<file path="config.mk">
export PLATFORM = sky130hd
export DESIGN_NAME = char_motion_ctrl
export DESIGN_NICKNAME = d
export VERILOG_FILES = /design/src/rtl/char_motion_ctrl.sv
export SDC_FILE = /design/constraint.sdc
export NUM_CORES = 1
export LEC_CHECK = 0
export CAP_MARGIN = 20
export CELL_PAD_IN_SITES_DETAIL_PLACEMENT = 1
export CELL_PAD_IN_SITES_GLOBAL_PLACEMENT = 1
export CORE_UTILIZATION = 45
export CTS_BUF_LIST = sky130_fd_sc_hd__clkbuf_4 sky130_fd_sc_hd__clkbuf_8
export CTS_CLUSTER_SIZE = 25
export DETAILED_ROUTE_END_ITERATION = 16
export PLACE_DENSITY = 0.77
export SYNTH_ARGS = -nofsm -noshare
export SYNTH_HDL_FRONTEND = slang
export SYNTH_SLANG_ARGS = --single-unit
</file>
<file path="constraint.sdc">
create_clock -name clk -period 4.5 [get_ports clk]
set_input_delay 0.9 -clock clk [delete_from_list [all_inputs] [get_ports clk]]
set_output_delay 0.9 -clock clk [all_outputs]
set_load 0.05 [all_outputs]
</file>
<file path="src/rtl/char_motion_ctrl.sv">
// Per-character motion controller: walk, jump, fall, land and respawn with sprite animation control.
// Optional VAR_JUMP_EN: releasing jump while rising ends the jump early (short hop).
module char_motion_ctrl #(
    parameter int X_W         = 11,
    parameter int Y_W         = 10,
    parameter int CNT_W       = 20,
    parameter int SCREEN_W    = 1024,
    parameter int SCREEN_H    = 768,
    parameter int CHAR_W      = 64,
    parameter int CHAR_H      = 64,
    parameter int SPAWN_X     = 500,
    parameter int SPAWN_Y     = SCREEN_H - 2 - CHAR_H,
    parameter int JUMP_HEIGHT = 200,
    parameter int WALK_DIV    = 400_000,
    parameter int AIR_DIV     = 700_000,
    parameter int JUMP_DIV0   = 200_000,
    parameter int JUMP_STEP   = 40_000,
    parameter int FALL_DIV0   = 800_000,
    parameter int FALL_STEP   = 10_000,
    parameter int FALL_MIN    = 150_000,
    parameter int ANIM_FRAMES = 8,
    parameter int ANIM_PX     = 8
) (
    input  logic           clk,
    input  logic           rst,
    input  logic           left,
    input  logic           right,
    input  logic           jump,
    input  logic           on_platform,
    input  logic           hit_ceiling,
    input  logic           respawn,
    output logic [X_W-1:0] x,
    output logic [Y_W-1:0] y,
    output logic [6:0]     sprite_control,
    output logic [2:0]     state,
    output logic           landed
);

    localparam int FLOOR = SCREEN_H - 1 - CHAR_H;
    localparam int X_MAX = SCREEN_W - CHAR_W;

    typedef enum logic [2:0] {
        S_SPAWN   = 3'd0,
        S_IDLE    = 3'd1,
        S_MOVING  = 3'd2,
        S_JUMPING = 3'd3,
        S_FALLING = 3'd4
    } state_t;

    state_t             state_q, state_d;
    logic [X_W-1:0]     x_q, x_d;
    logic [Y_W-1:0]     y_q, y_d;
    logic [Y_W-1:0]     y_start_q, y_start_d;
    logic [CNT_W-1:0]   h_cnt_q, h_cnt_d;
    logic [CNT_W-1:0]   v_cnt_q, v_cnt_d;
    logic [CNT_W-1:0]   v_per_q, v_per_d;
    logic [6:0]         ctrl_q, ctrl_d;
    logic               landed_q, landed_d;

    logic               dir_valid;
    logic               air;
    logic               jump_release;
    logic               rise_done;
    logic [CNT_W-1:0]   h_div;
    logic [X_W-1:0]     x_next;
    logic               x_blocked;
    logic               dir_right_d;
    logic [3:0]         frame_d;

    assign dir_valid = left ^ right;
    assign air       = (state_q == S_JUMPING) || (state_q == S_FALLING);
    assign rise_done = (y_start_q - y_q) >= Y_W'(JUMP_HEIGHT);
    assign h_div     = (state_q == S_MOVING) ? CNT_W'(WALK_DIV) : CNT_W'(AIR_DIV);
    assign x_next    = right ? (x_q + X_W'(1)) : (x_q - X_W'(1));
    assign x_blocked = right ? (x_q >= X_W'(X_MAX)) : (x_q == '0);

`ifdef VAR_JUMP_EN
    assign jump_release = !jump;
`else
    assign jump_release = 1'b0;
`endif

    always_comb begin
        state_d     = state_q;
        x_d         = x_q;
        y_d         = y_q;
        y_start_d   = y_start_q;
        h_cnt_d     = h_cnt_q;
        v_cnt_d     = v_cnt_q;
        v_per_d     = v_per_q;
        landed_d    = 1'b0;
        dir_right_d = ctrl_q[6];
        frame_d     = ctrl_q[3:0];

        if (respawn) begin
            state_d = S_SPAWN;
            h_cnt_d = '0;
            v_cnt_d = '0;
        end else begin
            case (state_q)
                S_SPAWN: begin
                    x_d         = X_W'(SPAWN_X);
                    y_d         = Y_W'(SPAWN_Y);
                    dir_right_d = 1'b1;
                    frame_d     = '0;
                    h_cnt_d     = '0;
                    v_cnt_d     = '0;
                    state_d     = S_IDLE;
                end
                S_IDLE: begin
                    h_cnt_d = '0;
                    if (jump) begin
                        state_d   = S_JUMPING;
                        y_start_d = y_q;
                        v_cnt_d   = '0;
                        v_per_d   = CNT_W'(JUMP_DIV0);
                    end else if (dir_valid) begin
                        state_d = S_MOVING;
                    end
                end
                S_MOVING: begin
                    if (jump) begin
                        state_d   = S_JUMPING;
                        y_start_d = y_q;
                        v_cnt_d   = '0;
                        v_per_d   = CNT_W'(JUMP_DIV0);
                    end else if (!on_platform && (y_q != Y_W'(FLOOR))) begin
                        state_d = S_FALLING;
                        v_cnt_d = '0;
                        v_per_d = CNT_W'(FALL_DIV0);
                    end else if (!dir_valid) begin
                        state_d = S_IDLE;
                    end
                end
                S_JUMPING: begin
                    // The fall keeps the current rise period so the apex feels continuous.
                    if (rise_done || hit_ceiling || jump_release) begin
                        state_d = S_FALLING;
                        v_cnt_d = '0;
                    end else if (v_cnt_q >= v_per_q) begin
                        v_cnt_d = '0;
                        if (y_q == '0) begin
                            state_d = S_FALLING;
                        end else begin
                            y_d     = y_q - Y_W'(1);
                            v_per_d = (v_per_q >= CNT_W'(FALL_DIV0 - JUMP_STEP)) ?
                                      CNT_W'(FALL_DIV0) : v_per_q + CNT_W'(JUMP_STEP);
                        end
                    end else begin
                        v_cnt_d = v_cnt_q + CNT_W'(1);
                    end
                end
                S_FALLING: begin
                    if (on_platform || (y_q == Y_W'(FLOOR))) begin
                        state_d  = S_IDLE;
                        landed_d = 1'b1;
                    end else if (v_cnt_q >= v_per_q) begin
                        v_cnt_d = '0;
                        y_d     = (y_q >= Y_W'(FLOOR)) ? Y_W'(FLOOR) : y_q + Y_W'(1);
                        v_per_d = (v_per_q >= CNT_W'(FALL_MIN + FALL_STEP)) ?
                                  v_per_q - CNT_W'(FALL_STEP) : CNT_W'(FALL_MIN);
                    end else begin
                        v_cnt_d = v_cnt_q + CNT_W'(1);
                    end
                end
                default: state_d = S_SPAWN;
            endcase

            // A step into a wall still restarts the divider but neither moves nor animates.
            if ((state_q == S_MOVING) || air) begin
                if (!dir_valid) begin
                    h_cnt_d = '0;
                end else begin
                    dir_right_d = right;
                    if (h_cnt_q >= h_div) begin
                        h_cnt_d = '0;
                        if (!x_blocked) begin
                            x_d = x_next;
                            if (air || ((x_next % X_W'(ANIM_PX)) == '0)) begin
                                frame_d = (frame_d == 4'(ANIM_FRAMES - 1)) ? 4'd0 : frame_d + 4'd1;
                            end
                        end
                    end else begin
                        h_cnt_d = h_cnt_q + CNT_W'(1);
                    end
                end
            end
        end

        ctrl_d = {dir_right_d,
                  (state_d == S_JUMPING) || (state_d == S_FALLING),
                  (state_d == S_IDLE) || (state_d == S_SPAWN),
                  frame_d};
    end

    always_ff @(posedge clk) begin
        if (rst) begin
            state_q   <= S_SPAWN;
            x_q       <= '0;
            y_q       <= '0;
            y_start_q <= '0;
            h_cnt_q   <= '0;
            v_cnt_q   <= '0;
            v_per_q   <= '0;
            ctrl_q    <= 7'b1010000;
            landed_q  <= 1'b0;
        end else begin
            state_q   <= state_d;
            x_q       <= x_d;
            y_q       <= y_d;
            y_start_q <= y_start_d;
            h_cnt_q   <= h_cnt_d;
            v_cnt_q   <= v_cnt_d;
            v_per_q   <= v_per_d;
            ctrl_q    <= ctrl_d;
            landed_q  <= landed_d;
        end
    end

    assign x              = x_q;
    assign y              = y_q;
    assign sprite_control = ctrl_q;
    assign state          = state_q;
    assign landed         = landed_q;

endmodule
</file>
### Word-level counts from Yosys, hierarchy flattened

Cells that the tools add are included.
Widths: inputs -> output; s select.

| storage, ports and cells | value |
|---|---|
| output and inout bits | 32 |
| word-level logic and storage cells | 133 |
| bits of input ports | 8 |
| bits in registers | 102 |

| operators by class | value |
|---|---|
| eq/ne operators | 17 |
| bitwise operators | 3 |
| reduce and logical (&&, ||, !) cells | 26 |
| $lt $le $gt $ge | 7 |
| add/subtract/negate cells | 10 |
| mux-type cells | 60 |

Operator list:

| kind | count |
|---|---|
| $mux 20 | 21 |
| $pmux 20 s5 | 1 |
| $pmux 20 s4 | 1 |
| $mux 11 | 6 |
| $mux 10 | 6 |
| $add 20x1->20 const B | 2 |
| $ge 20x20->1 | 2 |
| $mux 4 | 8 |
| $mux 3 | 10 |
| $pmux 10 s3 | 1 |
| $logic_not 11->1 | 2 |
| $add 20x16->20 const B | 1 |
| $ge 20x18->1 const B | 1 |
| $ge 20x20->1 const B | 1 |
| $sub 20x14->20 const B | 1 |
| $pmux 3 s5 | 1 |
| $add 11x1->11 const B | 1 |
| $ge 11x10->1 const B | 1 |
| $sub 11x1->11 const B | 1 |
| $add 10x1->10 const B | 1 |
| $eq 10x10->1 const B | 1 |
| $ge 10x10->1 const B | 1 |
| $ge 10x8->1 const B | 1 |
| $logic_not 10->1 | 1 |
| 28 further kinds | 50 |

### Logic depth before layout (Yosys ltp)

Gate-level depths: netlist of run 1.

| logic depth | value |
|---|---|
| depth in word-level cells | 10 |
| gate-level depth with buffers | 14 |
| mapped depth without buffers | 12 |

### Worst setup path after synthesis of run 1

OpenSTA, ideal clock, no wires.

| timing path | value |
|---|---|
| path kind | flip-flop to flip-flop |
| from | reg y_q[1], in the netlist y[1] |
| to | reg v_per_q[18] |
| library setup time | 0.087 ns |
| stages on the path, launching flop included | 13 |
| data arrival time | 3.318 ns |
| path slack | 1.095 ns |
| period minus slack after synthesis | 3.405 ns |
| buffers on the path | 2 |
| cells stage by stage | dfxtp_1 -> inv_1 -> fa_1 -> a21o_1 -> and4_4 -> o21ai_1 -> nand4_1 -> or4_1 -> buf_2 -> a31o_1 -> buf_6 -> a311o_1 -> o31ai_1 |

| on the way | value |
|---|---|
| word-level cells in the longest chain between the ends | 5 |
| elaborated cells on any way between the ends | 13 |
| classes of those cells | add/sub: 1; order compare: 1; eq/ne: 6; reduce/logical: 5 |

RTL lines:

| element | line | RTL |
|---|---|---|
| start: declaration | 52 | `logic [Y_W-1:0] y_q, y_d;` |
| start signal: assignment | 210 | `y_q <= y_d;` |
| $sub 10x10->10 | 72 | `assign rise_done = (y_start_q - y_q) >= Y_W'(JUMP_HEIGHT);` |
| $ge 10x8->1 | 72 |  |
| $logic_or 1x1->1 | 137 | `if (rise_done \|\| hit_ceiling \|\| jump_release) begin` |
| $ne 2x2->1 (no line) | - |  |
| $reduce_and 9->1 (no line) * | - |  |
| end signal: assignment | 214 | `v_per_q <= v_per_d;` |
| end: declaration | 56 | `logic [CNT_W-1:0] v_per_q, v_per_d;` |

Every way passes the cells marked *; elsewhere a longest branch is shown, timed or not.
A chain may end at the register's enable or synchronous reset.

### Final worst setup path of run 1

| timing path | value |
|---|---|
| from | reg state_q[1], in the netlist state[1] |
| to | reg h_cnt_q[19] |

| on the way | value |
|---|---|
| word-level cells in the longest chain between the ends | 6 |
| elaborated cells on any way between the ends | 14 |
| classes of those cells | order compare: 1; eq/ne: 4; mux: 4; reduce/logical: 5 |

RTL lines:

| element | line | RTL |
|---|---|---|
| start: declaration | 50 | `state_t state_q, state_d;` |
| start signal: assignment | 208 | `state_q <= state_d;` |
| $eq 3x2->1 | 73, 170 |  |
| $mux 20 | 73 | `assign h_div = (state_q == S_MOVING) ? CNT_W'(WALK_DIV) : CNT_W'(AIR_DIV);` |
| $ge 20x20->1 | 175 | `if (h_cnt_q >= h_div) begin` |
| $mux 20 | 175 |  |
| $mux 20 | 171 | `if (!dir_valid) begin` |
| $mux 20 | 170 | `if ((state_q == S_MOVING) \|\| air) begin` |
| end signal: assignment | 212 | `h_cnt_q <= h_cnt_d;` |
| end: declaration | 54 | `logic [CNT_W-1:0] h_cnt_q, h_cnt_d;` |

Parallel ways exist; a longest one is shown, timed or not.

==> results of run 1 <==
-- cell usage after synthesis (4+ instances only) --
| master | number |
|---|---|
| nand2_1 | 74 |
| dfxtp_1 | 98 |
| ha_1 | 56 |
| nor2_1 | 96 |
| nand4_1 | 14 |
| a221oi_1 | 8 |
| and2_1 | 7 |
| a311oi_1 | 9 |
| or4_1 | 6 |
| nor4_1 | 15 |
| o221ai_1 | 8 |
| o211a_1 | 9 |
| inv_1 | 53 |
| or3_1 | 5 |
| nand2b_1 | 5 |
| xnor2_1 | 19 |
| o31ai_1 | 10 |
| o211ai_1 | 5 |
| a21oi_1 | 89 |
| mux2i_1 | 6 |
| o21ai_0 | 32 |
| a22oi_1 | 6 |
| or2_2 | 5 |
| a41oi_1 | 5 |
| a31oi_1 | 13 |
| xor2_1 | 13 |
| and3_1 | 16 |
| nor3_1 | 50 |
| a21o_1 | 11 |
| a211oi_1 | 24 |
| buf_2 | 9 |
| a221o_1 | 7 |
| nor2b_1 | 7 |
| o22ai_1 | 7 |
| nand3_1 | 38 |
| clkbuf_1 | 44 |
| a31o_2 | 4 |
| o21ai_1 | 13 |
-- critical path, delay by kind of cell (launching register included) --
family | cells | cell delay, ns
buffers and inverters | 1 | 0.23
AOI/OAI and AO/OA | 7 | 2.05
adders and majority gates | 1 | 0.28
DFF | 1 | 0.67
and+or+nand+nor | 2 | 0.47
-- worst max-delay path by stage --
stage | start | to | slack, ns | cells past startpoint
after CTS | state[1] | h_cnt_q[19] | 0.72 | 11
after detailed placement | right | x[10] | 0.43 | 11
after floorplan | y[1] | v_per_q[18] | 1.09 | 12
final | state[1] | h_cnt_q[19] | 0.71 | 11
after global placement | right | x[10] | 0.67 | 11
after global routing | state[1] | h_cnt_q[18] | 0.36 | 11
-- power groups by stage --
stage	logic [mW]	clock network [mW]	registers, mW
global route	0.438	0.708	0.926
detailed placement	0.400	0	0.941
floorplan	0.267	0	0.961
global placement	0.384	0	0.940
CTS	0.403	0.677	0.921
finish	0.405	0.662	0.923
-- registers in the layout (all words and copies together), names as in the netlist --
register        cells
state               3
x                  11
v_per_q            16
h_cnt_q            20
y_start_q          10
landed              1
y                  10
sprite_control      7
v_cnt_q            20
-- stage by stage --
stage / cells / utilization [%]
2_1_floorplan: 953 / -
3_3_place_gp: 1162 / 49.1
3_5_place_dp: 1162 / 49.1
4_1_cts: 1178 / 50.5
5_1_grt: 1178 / 50.5
6_report: 1178 / 50.5
-- cell families (layout without fill, tap and decap cells) --
kind of cell	Yosys count	count (layout)
AND/OR/NAND/NOR	351	351
buffers and inverters	110	119
flip-flops	98	98
XOR/XNOR	33	33
adder cells (fa/ha/maj)	58	58
multiplexers	7	7
AO/OA/AOI/OAI	296	296
-- layout make-up --
| class | instances | area (um^2) | share of cell area [%] |
|---|---|---|---|
| Inverter | 54 | 203 | 2.55 |
| Timing Repair Buffer | 49 | 460 | 5.79 |
| Multi-Input combinational cell | 745 | 4850 | 60.9 |
| Clock buffer | 10 | 138 | 1.73 |
| Clock inverter | 6 | 77.6 | 0.975 |
| Tap cell | 216 | 270 | 3.40 |
| Sequential cell | 98 | 1960 | 24.7 |
-- routing by layer --
metal  share of wire, %  wire [um]  GRT usage (%)  vias to the layer above
met5                  0          0              0                        -
met4                2.3        527           11.6                        0
met3                3.4        795           3.04                       41
met2                 49      11300           48.9                      163
met1                 45      10500           35.9                     3702
li1                   -          -              -                     3543
==> metrics.md, run 1 <==
| Metric | Value |
|---|---|
| Diode count | 0 |
| Chip Height | 129 um |
| FP Rows | 46 |
| Worst skew pair latency | ~0.40 ns |
| Post-DP HPWL | approximately 17,000 um |
| Asr flop ratio synth | 0% |
| Mapped Area | just over 7000 um^2 |
| Post-layout worst setup margin | between 0.7 and 0.8 ns |
| Max incr delay on CP | around 0.68 ns |
| Post-Synth Simple-Gate Area | about a quarter |
| Routed vias | between 7,000 and 8,000 |
| Headroom to the max-slew limit | ~40% |
| Final hold slack | between 0.4 and 0.5 ns |
| Layout cells sized above 1 | about 5.0% |
| # H-tree levels | 3 |
| NumNets Final | between 1,000 and 1,500 |
| Seq pwr share | between 40% and 50% |
| Boundary pin count | 40 |
| Placer Congestion | between 0.8 and 0.9 |
| CTS tree | yes |
| GRT overflow | 0 |
| Crit-path max FO | 24 |
| Clock power share | between 30% and 40% |
| Count of different cell masters after synthesis | between 70 and 80 |
| Setup Crit Path Kind | flip-flop to flip-flop |
| R2r setup slk | between 0.7 and 0.8 ns |
| Pins Over Slew Limit | 0 |
| Final wirelength | around 23,000 um |
| Req. time, crit path | roughly 4.8 ns |
| Outcome | finished clean |
| Most frequent cells in the layout | dfxtp_1, nor2_1, a21oi_1 |
| Max IR drop VDD | roughly 0.14 mV |
| Largest family of logic cells by synthesized area | compound AO/OA/AOI/OAI gates |
| Yosys Warn Count | 0 |
| FF-to-FF End | h_cnt_q[19] |
| CP startpoint kind | flip-flop |
| Worst slew pin tran | roughly 0.91 ns |
| First-pass GRT wire length | roughly 37,000 um |
| Starting Density | ~46% |
| Ys flop type | dfxtp_1 |
| Routed Antenna Nets | 0 |
| CP max stage cell | a21o_1 |
| Clk sinks | 98 |
| Post-Layout Inst Area | about 8000 um^2 |
| Nature of the critical path endpoint | flip-flop |
| Hold_sp | sprite_control[1] |
| Die width | 129 um |
| Die area | roughly 17,000 um^2 |
| Max Freq | 0.264 GHz |
| Top cells by area, synth | dfxtp_1, ha_1, a21oi_1 |
| RSZ-0062 raised after global routing | false |
| Post-CTS setup buffers | 0 |
| Global Route Usage Sum | between 20 and 30% |
| Initial antenna violation count | 0 |
| Setup-failing EPs final | 0 |
| Post-synthesis xor/xnor area fraction | around 4.1% |
| DRC | 0 |
| Crit Reg-Reg Startpoint | state[1] |
| Post-placement setup slack | 0.433 ns |
| Vias/cell | about 6.3 |
| Worst min path class | flip-flop to flip-flop |
| Synth area leader | dfxtp_1 |
| Max Cap Viol | 0 |
| Register area share after synthesis | between 20% and 30% |
| Post-synth EDFFs | 0 |
| Commonest non-fill, non-tap cell in the layout | dfxtp_1 |
| Clk pin slew, worst setup/hold paths | about 0.11 ns |
| Port bufs | 39 |
| Crit path cell chain | nor2b_1 -> nand2_1 -> inv_1 -> ha_1 -> a211o_1 -> a211oi_1 -> o21ai_0 -> o211ai_1 -> a21o_1 -> a41oi_1 -> a311oi_1 |
| Pin count of the biggest net entering global routing | 43 |
| Clock Tree Buf Depth | 2 |
| Setup_tns | 0 ns |
| Post-Synth Adder-Cell Area | 10.2% |
| Yosys top cell area share | between 20% and 30% |
| Clk_skew | between 0.01 and 0.015 ns |
| Final min period | roughly 3.8 ns |
| Fillers | just over 2,000 |
| Post-DP Area | roughly 7700 um^2 |
| Root Buffer | clkbuf_8 |
| Period utilization | a little over four fifths |
| Hold EP | sprite_control[1] |
| Yosys reg bits | 98 |
| Post-synthesis compound-gate area fraction | between 20% and 30% |
| Inserted Clock Buffers | 9 |
| Comb power frac | around a fifth |
| Pre-antenna DRT Iters | 5 |
| Worst path arrival time | around 4.1 ns |
| Syn avg cell area | 7.60 um^2 |
| Core region area | between 15,000 and 20,000 um^2 |
| Worst Reg-to-Reg Cells | 11 |
| PD cells | ~250 nW/um^2 |
| Synthesized Nets | a little over 1,000 |
| Routed len/inst | 19.6 um |
| P_int | 1.30 mW |
| Post-synthesis mux area share | less than 1% |
| Cells after Synth | ~950 |
| Tot Pwr | ~2.0 mW |
| Sw Pwr | 685 uW |
| Vias in the first global route | about 7,500 |
| Leak pwr | 2.96 nW |
| Post-cts resize count | 0 |
| Worst Hold Path Cells | 2 |
| Final hold viol count | 0 |
| Layout area overhead | 9.85% |
| Starting DRT DRC Count | between 400 and 500 |
| Sw Ratio | between 30% and 40% |
| Hold buffers post-CTS | 0 |
(Power assumes the default switching activity.)
==> run 2: changes to the inputs <==
--- a/config.mk
+++ b/config.mk
@@ -8,11 +8,11 @@
 export CAP_MARGIN = 20
 export CELL_PAD_IN_SITES_DETAIL_PLACEMENT = 1
 export CELL_PAD_IN_SITES_GLOBAL_PLACEMENT = 1
-export CORE_UTILIZATION = 45
+export CORE_UTILIZATION = 42
 export CTS_BUF_LIST = sky130_fd_sc_hd__clkbuf_4 sky130_fd_sc_hd__clkbuf_8
 export CTS_CLUSTER_SIZE = 25
 export DETAILED_ROUTE_END_ITERATION = 16
-export PLACE_DENSITY = 0.77
+export PLACE_DENSITY = 0.76
 export SYNTH_ARGS = -nofsm -noshare
 export SYNTH_HDL_FRONTEND = slang
 export SYNTH_SLANG_ARGS = --single-unit
==> constraint.sdc (replaced) <==
create_clock -name clk -period 3.12 [get_ports clk]
set_input_delay 0.624 -clock clk [delete_from_list [all_inputs] [get_ports clk]]
set_output_delay 0.624 -clock clk [all_outputs]
set_load 0.05 [all_outputs]
==> run 2 against run 1 <==
  * Hold slack improved by 0.010 ns
  * Global-route usage decreased by 1.5 points
  * Clock-buffer cell count fell by 1
  * Die area increased by 7.0%
  * Setup slack worse by 0.61 ns
  * First-iteration DRC count increased by 2.3%
  * Utilization up 1.8 points
==> metrics.md, run 2 (synthesis results as in run 1) <==
| Metric | Value |
|---|---|
| Headroom to the max-slew limit | 42.5% (was 39.5%) |
| R2r setup slk | 0.09 ns (was 0.71 ns) |
| Core region area | 16,700 um^2 (was 15,800 um^2) |
| Hold EP | sprite_control[1] (unchanged) |
| Post-DP HPWL | 17,200 um (was 17,000 um) |
| PD cells | 350 nW/um^2 (was 250 nW/um^2) |
| CP max stage cell | or4_1 (was a21o_1) |
| Boundary pin count | 40 (unchanged) |
| Clk pin slew, worst setup/hold paths | 0.12 ns (was 0.11 ns) |
| Root Buffer | clkbuf_8 (unchanged) |
| Sw Ratio | 33.6% (was 34.4%) |
| Inserted Clock Buffers | 9 (unchanged) |
| Hold buffers post-CTS | 0 (unchanged) |
| First-pass GRT wire length | 38,600 um (was 37,400 um) |
| Port bufs | 39 (unchanged) |
| Placed Instances | 1,240 (was 1,162) |
| Vias/cell | 6.08 (was 6.32) |
| Routed len/inst | 18.8 um (was 19.6 um) |
| Leak pwr | 3.38 nW (was 2.96 nW) |
| Crit-path max FO | 6 (was 24) |
| Seq pwr share | 42.6% (was 46.4%) |
| Crit path cell chain | inv_2 -> ha_2 -> inv_1 -> fa_1 -> a21o_1 -> and4_4 -> or3_1 -> nand4_1 -> or4_4 -> a31oi_4 -> buf_6 -> or4_1 -> o31ai_2 (was nor2b_1 -> nand2_1 -> inv_1 -> ha_1 -> a211o_1 -> a211oi_1 -> o21ai_0 -> o211ai_1 -> a21o_1 -> a41oi_1 -> a311oi_1) |
| Period utilization | 97.0% (was 84.3%) |
| Global Route Usage Sum | 26.8% (was 28.3%) |
| Sw Pwr | 1.02 mW (was 685 uW) |
| Layout area overhead | 20.4% (was 9.85%) |
| Max Freq | 0.330 GHz (was 0.264 GHz) |
| Clk sinks | 98 (unchanged) |
| Setup-failing EPs final | 0 (unchanged) |
| P_int | 2.03 mW (was 1.30 mW) |
| Pins Over Slew Limit | 0 (unchanged) |
| Pre-antenna DRT Iters | 5 (unchanged) |
| Setup Crit Path Kind | flip-flop to flip-flop (unchanged) |
| Worst min path class | flip-flop to flip-flop (unchanged) |
| Tot Pwr | 3.05 mW (was 1.99 mW) |
| Diode count | 0 (unchanged) |
| Initial antenna violation count | 0 (unchanged) |
| Worst Reg-to-Reg Cells | 13 (was 11) |
| NumNets Final | 1,100 (was 1,023) |
| Routed Antenna Nets | 0 (unchanged) |
| Layout cells sized above 1 | 15.0% (was 4.99%) |
| Post-Layout Inst Area | 8720 um^2 (was 7960 um^2) |
| Req. time, crit path | 3.44 ns (was 4.81 ns) |
| DRC | 0 (unchanged) |
| Clk_skew | 0.0109 ns (was 0.0112 ns) |
| Clock power share | 33.4% (was 33.3%) |
| Commonest non-fill, non-tap cell in the layout | nor2_1 (was dfxtp_1) |
| Worst skew pair latency | 0.40 ns (about the same) |
| Pin count of the biggest net entering global routing | 53 (was 43) |
| FP Rows | 47 (was 46) |
| GRT overflow | 0 (unchanged) |
| Comb power frac | 24.0% (was 20.3%) |
| Chip Height | 133 um (was 129 um) |
| Crit Reg-Reg Startpoint | y_start_q[0] (was state[1]) |
| Worst path arrival time | 3.35 ns (was 4.10 ns) |
| # H-tree levels | 3 (unchanged) |
| Most frequent cells in the layout | nor2_1, a21oi_1, dfxtp_1 (was dfxtp_1, nor2_1, a21oi_1) |
| Hold_sp | sprite_control[1] (unchanged) |
| Finished Layout Cells | 1,259 (was 1,178) |
| Die width | 133 um (was 129 um) |
| Final min period | 3.03 ns (was 3.79 ns) |
| Worst Hold Path Cells | 2 (unchanged) |
| Worst slew pin tran | 0.862 ns (was 0.906 ns) |
| Post-DP Area | 8360 um^2 (was 7740 um^2) |
| Outcome | finished clean (unchanged) |
| Max IR drop VDD | 0.212 mV (was 0.139 mV) |
| Placer Congestion | 0.872 (was 0.897) |
| Starting Density | 43.4% (was 45.9%) |
| Starting DRT DRC Count | 497 (was 486) |
| Die area | 17,800 um^2 (was 16,600 um^2) |
| Max Cap Viol | 0 (unchanged) |
| Clock Tree Buf Depth | 2 (unchanged) |
| CTS tree | yes (unchanged) |
| Largest regs | h_cnt_q x20, v_cnt_q x20, v_per_q x16 (unchanged) |
| Setup_tns | 0 ns (unchanged) |
| FF-to-FF End | v_per_q[6] (was h_cnt_q[19]) |
| Vias in the first global route | 7,541 (was 7,457) |
| Routed vias | 7,658 (was 7,449) |
| Final hold viol count | 0 (unchanged) |
| CP startpoint kind | flip-flop (unchanged) |
| Nature of the critical path endpoint | flip-flop (unchanged) |
| Max incr delay on CP | 0.52 ns (was 0.68 ns) |
| Final wirelength | 23,600 um (was 23,100 um) |
==> run 2: cell count changes in the layout (fill, tap and decap cells not counted), sizes merged <==
| cell | before | now |
|---|---|---|
| buf | 11 | 88 |
| bufinv | 1 | 2 |
| clkbuf | 10 | 9 |
| clkinv | 0 | 2 |
| clkinvlp | 1 | 0 |
| inv | 58 | 57 |
==> run 2: worst max-delay path by stage <==
stage,startpoint,end,cells past startpoint
after global placement,right,x[10],11
after floorplan,y[4],v_per_q[18],13
final,y_start_q[0],v_per_q[6],13
after CTS,y_start_q[0],y[1],14
after global routing,y_start_q[0],v_per_q[14],13
after detailed placement,right,x[10],11
==> run 2: per-stage QoR <==
step / worst slack [ns] / hold slack (ns) / utilization (%)
final: 0.0926 / 0.494 / 52.2
after global routing: -0.0227 / 0.512 / 52.2
after CTS: 0.0272 / 0.496 / 51.6
after detailed placement: -0.213 / 0.481 / 50.1
after global placement: -0.111 / 0.472 / 50.1
after floorplan: 0.00574 / 0.455 / -
==> run 2: critical path, delay by kind of cell (launching register included) <==
family	cells	cell delay (ns)
flip-flops	1	0.34
AND/OR/NAND/NOR	5	1.42
buffers and inverters	3	0.25
AO/OA/AOI/OAI	3	0.39
adder cells (fa/ha/maj)	2	0.54
==> run 2: area by class of cell <==
class / instances / area, um^2
Timing Repair Buffer: 126 / 1080
Clock inverter: 7 / 109
Clock buffer: 9 / 124
Inverter: 54 / 203
Sequential cell: 98 / 1990
Tap cell: 220 / 275
Multi-Input combinational cell: 745 / 4940
Fill cell: 2090 / 7980
==> run 2: timing repair <==
item                                    4_1_cts  5_1_grt
setup buffers                                 0        3
gates resized for setup                       5       23
pin swaps                                     0       19
endpoints found under the setup margin       34       59
==> run 2: metal layers <==
metal	routed length, um	up-vias	global-route usage [%]
met5	0	-	0
met4	444	0	7.89
met3	899	31	3.35
met2	10800	192	44.1
met1	11500	3741	36.5
li1	-	3694	-
==> run 2: power by group through the flow <==
stage                     clock [mW]  combinational (mW)  sequential [mW]
after floorplan                    0               0.386             1.39
after detailed placement           0               0.699             1.33
final                           1.02               0.734             1.30
after global routing            1.09               0.794             1.30
after CTS                       1.04               0.711             1.30
after global placement             0               0.687             1.33
